File: src/rtl/tile_row_serializer.sv
// Parallel-in/serial-out tile row serializer with a one-row holding register for gap-free rows.
// Optional horizontal flip when TILE_HFLIP_EN is defined; otherwise row_flip is ignored.
module tile_row_serializer #(
  parameter int PIX_W       = 2,
  parameter int PIX_PER_ROW = 8
) (
  input  logic                         clk,
  input  logic                         reset,
  input  logic                         clr,
  input  logic [PIX_W*PIX_PER_ROW-1:0] row_data,
  input  logic                         row_flip,
  input  logic                         row_valid,
  output logic                         row_ready,
  input  logic                         pix_en,
  output logic [PIX_W-1:0]             pix_out,
  output logic                         pix_valid,
  output logic                         row_last,
  output logic                         underrun
);

  localparam int ROW_W = PIX_W * PIX_PER_ROW;
  localparam int IDX_W = $clog2(PIX_PER_ROW);
  localparam logic [IDX_W-1:0] IDX_LAST = IDX_W'(PIX_PER_ROW - 1);

  typedef enum logic {EMPTY, SHIFT} state_t;

  state_t           state_q, state_d;
  logic [IDX_W-1:0] idx_q, idx_d;
  logic [ROW_W-1:0] sh_q, sh_d;
  logic [ROW_W-1:0] hold_q;
  logic             hold_full_q, hold_full_d;
  logic             underrun_q, underrun_d;
  logic [ROW_W-1:0] load_row;
  logic             accept, xfer, at_last;

  assign row_ready = ~hold_full_q & ~reset;
  assign accept    = row_valid & row_ready & ~clr;
  assign at_last   = (idx_q == IDX_LAST);
  // Refill from hold when idle, or exactly as the last pixel of the current row is consumed.
  assign xfer      = ~clr & hold_full_q &
                     ((state_q == EMPTY) | (pix_en & at_last));

`ifdef TILE_HFLIP_EN
  logic             hold_flip_q;
  logic [ROW_W-1:0] hold_rev;

  for (genvar i = 0; i < PIX_PER_ROW; i++) begin : g_rev
    assign hold_rev[i*PIX_W +: PIX_W] = hold_q[(PIX_PER_ROW-1-i)*PIX_W +: PIX_W];
  end

  always_ff @(posedge clk or posedge reset) begin
    if (reset)       hold_flip_q <= 1'b0;
    else if (accept) hold_flip_q <= row_flip;
  end

  assign load_row = hold_flip_q ? hold_rev : hold_q;
`else
  logic unused_row_flip;
  assign unused_row_flip = row_flip;
  assign load_row        = hold_q;
`endif

  always_ff @(posedge clk or posedge reset) begin
    if (reset) begin
      state_q     <= EMPTY;
      idx_q       <= '0;
      sh_q        <= '0;
      hold_q      <= '0;
      hold_full_q <= 1'b0;
      underrun_q  <= 1'b0;
    end else begin
      state_q     <= state_d;
      idx_q       <= idx_d;
      sh_q        <= sh_d;
      hold_full_q <= hold_full_d;
      underrun_q  <= underrun_d;
      if (accept) hold_q <= row_data;
    end
  end

  always_comb begin
    state_d     = state_q;
    idx_d       = idx_q;
    sh_d        = sh_q;
    hold_full_d = hold_full_q;
    underrun_d  = underrun_q;
    if (clr) begin
      state_d     = EMPTY;
      idx_d       = '0;
      hold_full_d = 1'b0;
      underrun_d  = 1'b0;
    end else begin
      if (pix_en && state_q == EMPTY) underrun_d = 1'b1;
      if (accept) hold_full_d = 1'b1;
      if (xfer) begin
        sh_d        = load_row;
        idx_d       = '0;
        state_d     = SHIFT;
        hold_full_d = 1'b0;
      end else if (state_q == SHIFT && pix_en) begin
        sh_d = sh_q >> PIX_W;
        if (at_last) begin
          state_d = EMPTY;
          idx_d   = '0;
        end else begin
          idx_d = idx_q + 1'b1;
        end
      end
    end
  end

  assign pix_valid = (state_q == SHIFT);
  assign pix_out   = pix_valid ? sh_q[PIX_W-1:0] : '0;
  assign row_last  = pix_valid & at_last;
  assign underrun  = underrun_q;

endmodule

File: config.mk
export PLATFORM = sky130hd
export DESIGN_NAME = tile_row_serializer
export DESIGN_NICKNAME = d
export VERILOG_FILES = /design/src/rtl/tile_row_serializer.sv
export SDC_FILE = /design/constraint.sdc
export NUM_CORES = 1
export LEC_CHECK = 0
export ABC_AREA = 1
export BUFFER_PORTS_ARGS = -buffer_cell sky130_fd_sc_hd__buf_2
export CAP_MARGIN = 10
export CORE_MARGIN = 4
export CORE_UTILIZATION = 35
export DETAILED_ROUTE_END_ITERATION = 10
export SETUP_SLACK_MARGIN = 0.3
export SYNTH_ARGS = -nofsm -noshare
export SYNTH_HDL_FRONTEND = slang
export SYNTH_SLANG_ARGS = --single-unit
File: constraint.sdc
create_clock -name clk -period 1.65 [get_ports clk]
set_input_delay 0.2475 -clock clk [delete_from_list [all_inputs] [get_ports clk]]
set_output_delay 0.2475 -clock clk [all_outputs]
set_load 0.005 [all_outputs]
==> results.md <==
* Worst setup EP type: output port
* Syn_nets at 220
* Largest net degree at the start of global routing at 39
* Max FO, Critical Path at 3
* Tcrit/Tclk final at 89.4%
* Final worst slack at roughly 180 ps
* Top-area cell type share of the netlist area at roughly 54%
* Dpl cells at approximately 280
* Critical Path Stages at 5
* # hold bufs at CTS at 0
* Post-synth top cells: nand3_1 (60), dfrtp_1 (38), nand2_1 (25), inv_1 (23), o21ai_0 (15)
* Router iterations before antenna repair at 5
* Final antenna diode count at 0
* Worst rel slew slack at between 60% and 70%
* Post-synth EDFFs at 0
* Clk slew on worst S/H paths at 70 ps
* Fmax at around 680 MHz
* Pleak at 1.18 nW
* TritonCTS clock tree: done
* Placer Congestion at a little over 0.7
* Synthesized cell area at roughly 1700 um2
* Max Buffers Root-to-Sink at 2
* Clock Sinks at 38
* Vias at 1,387
* CP max stage cell: dfrtp_1
* Placed wire-length estimate at between 2 and 2.5 mm
* Gr ovfl total at 0
* Status: finished clean
* Root Buffer: clkbuf_8
* H-tree Lvls at 2
* Largest stage delay, worst path at slightly below 400 ps
* Share of layout cells above drive strength 1 at 29.5%
* WL final at between 3 and 4 mm
* Syn Inst Count at approximately 200
* Vias in the first global route at between 1,000 and 1,500
* Final instance count without filler cells at 301
* DRT antenna net count at 0
* # setup viols final at 0
* Final Hold Fails at 0
* Post-route setup TNS at 0 ps
* Crit path DAT at approximately 1200 ps
* DRC Markers at 0
* Synth Area per Inst at 8.92 um2
* Main area contributors after synthesis: dfrtp_1 (54%), nand3_1 (17%), nand2_1 (5.4%)
* Die W at approximately 80 um
* Vias per cell at ~4.6
* Max Cap Violations at 0
* Synth Register Bits at 38
* Tightest Pin Transition at approximately 480 ps
* Slew Limit Fails at 0
* I/O pin cnt at 28
* Routed len/inst at 12.2 um
* Clock Latency Late Sink at a little under 300 ps
* Hold WC Path Type: input port to asynchronous set/reset pin
* CP Cell Sequence: ha_2, ha_4, nand2_2, inv_2, buf_2
* Area leader, netlist: dfrtp_1
* 1st-iter DRT viols at 81
* Placement Setup Slack at 194 ps
* Sequential-to-total area share from yosys stat at 54.4%
* Ys flop type: dfrtp_1
* Core area at roughly 4800 um2
* First-pass GRT wire length at between 5 and 6 mm
* Die height at roughly 80 um
* Final Net Count at approximately 260
* Minimum clock period at between 1000 and 1500 ps
* Inserted Clock Buffers at 5
* Startpoint types: flip-flop
* Ys async rst share at 100%
* Yosys cell types at 18
* Initial Util at 36.5%
* WP data required at 1400 ps
* Row count at 25
* Crit path kind: flip-flop to output port
* Max VDD drop at ~620 uV
* Top-count cell post-synth: nand3_1
* Gr usage total at between 10% and 20%
* Die ar. at 6190 um2
* Clk_skew at 5.92 ps
* Yosys warns at 0
* Port buffer count at 26
* CP top delay family: flip-flops
* RSZ-0062 raised after global routing: true
* Pwr Total at 2.34 mW
* Worst path bufs/invs at 2
* Synthesis-to-layout area growth at 29.2%
* Reg2reg path depth at 9
* PD cells at approximately 1000 nW/um2
* Initial antenna violation count at 0
[final timing paths]
check / start / end / slack, ps
setup / recovery: idx_q[1]$_DFFE_PP0P_ / row_last / 180
hold / removal: reset / underrun$_DFFE_PP0P_ / 60
setup reg to reg: idx_q[1]$_DFFE_PP0P_ / sh_q[0]$_DFFE_PP0P_ / 190
hold reg to reg: hold_q[11]$_DFFE_PP0P_ / hold_q[11]$_DFFE_PP0P_ / 490
max in group asynchronous: reset / pix_valid$_DFFE_PP0P_ / 1210
min in group clk: row_data[11] / hold_q[11]$_DFFE_PP0P_ / 200
[cell type report]
cell class	instances	area, um2
fillers	465	2530
flip-flops and latches	38	952
multi-input cells	122	679
repair buffers	42	373
inverters	25	93.8
well taps	67	83.8
clock buffers	7	76.3
[flip-flops by register name, indices dropped and copies added (netlist names)]
signal       flops
pix_valid        1
hold_full_q      1
underrun         1
hold_q          16
idx_q            3
sh_q            16
[tightest hold or removal path, delay by kind of cell]
kind / cells / cell delay [ps]
buffers and inverters: 3 / 540
[metal layers]
| layer | share of wire [%] | vias up | global-route usage (%) |
|---|---|---|---|
| met4 | 0.73 | 0 | 4.20 |
| met5 | 0 | - | 0 |
| met2 | 47 | 33 | 19.4 |
| met1 | 47 | 631 | 15.3 |
| met3 | 5.1 | 3 | 4.13 |
| li1 | - | 720 | - |
[stage by stage]
| step | hold slack, ps | cell area [um2] | util, % |
|---|---|---|---|
| detailed placement | 399 | 1960 | 41.0 |
| global route | 114 | 2260 | 47.2 |
| finish | 56.1 | 2260 | 47.2 |
| CTS | 78.2 | 2130 | 44.6 |
| floorplan | 311 | 1770 | - |
| global placement | 402 | 1960 | 41.0 |
[where the power goes]
group / internal, mW / switching, mW / total [mW]
combinational: 0.218 / 0.223 / 0.441
clock: 0.291 / 0.308 / 0.599
sequential: 1.16 / 0.135 / 1.30
total: 1.67 / 0.666 / 2.34
[cells by family (layout without fill, tap and decap cells)]
logic type | Yosys count | count (layout) | synth area share, %
adders and majority gates | 2 | 2 | 1.43
DFF | 38 | 38 | 54.4
and+or+nand+nor | 98 | 98 | 27.6
AOI/OAI and AO/OA | 22 | 22 | 6.30
buffers and inverters | 36 | 74 | 10.3
[layout by cell type (no fill, tap or decap), drive strengths merged]
cell / instances
nand3: 61
buf: 39
dfrtp: 38
nand2: 28
inv: 25
o21ai: 17
clkbuf: 10
nor2: 7
a21oi: 5
nand4: 2
ha: 2
[repair_timing]
item / in CTS / in global routing
setup endpoints to repair: 18 / 24
pin swaps: 3 / 12
buffers inserted: 5 / 2
resized for setup: 2 / 10
endpoints found under the hold margin: 0 / 0
cloned: 1 / 3
(Power assumes the default switching activity.)
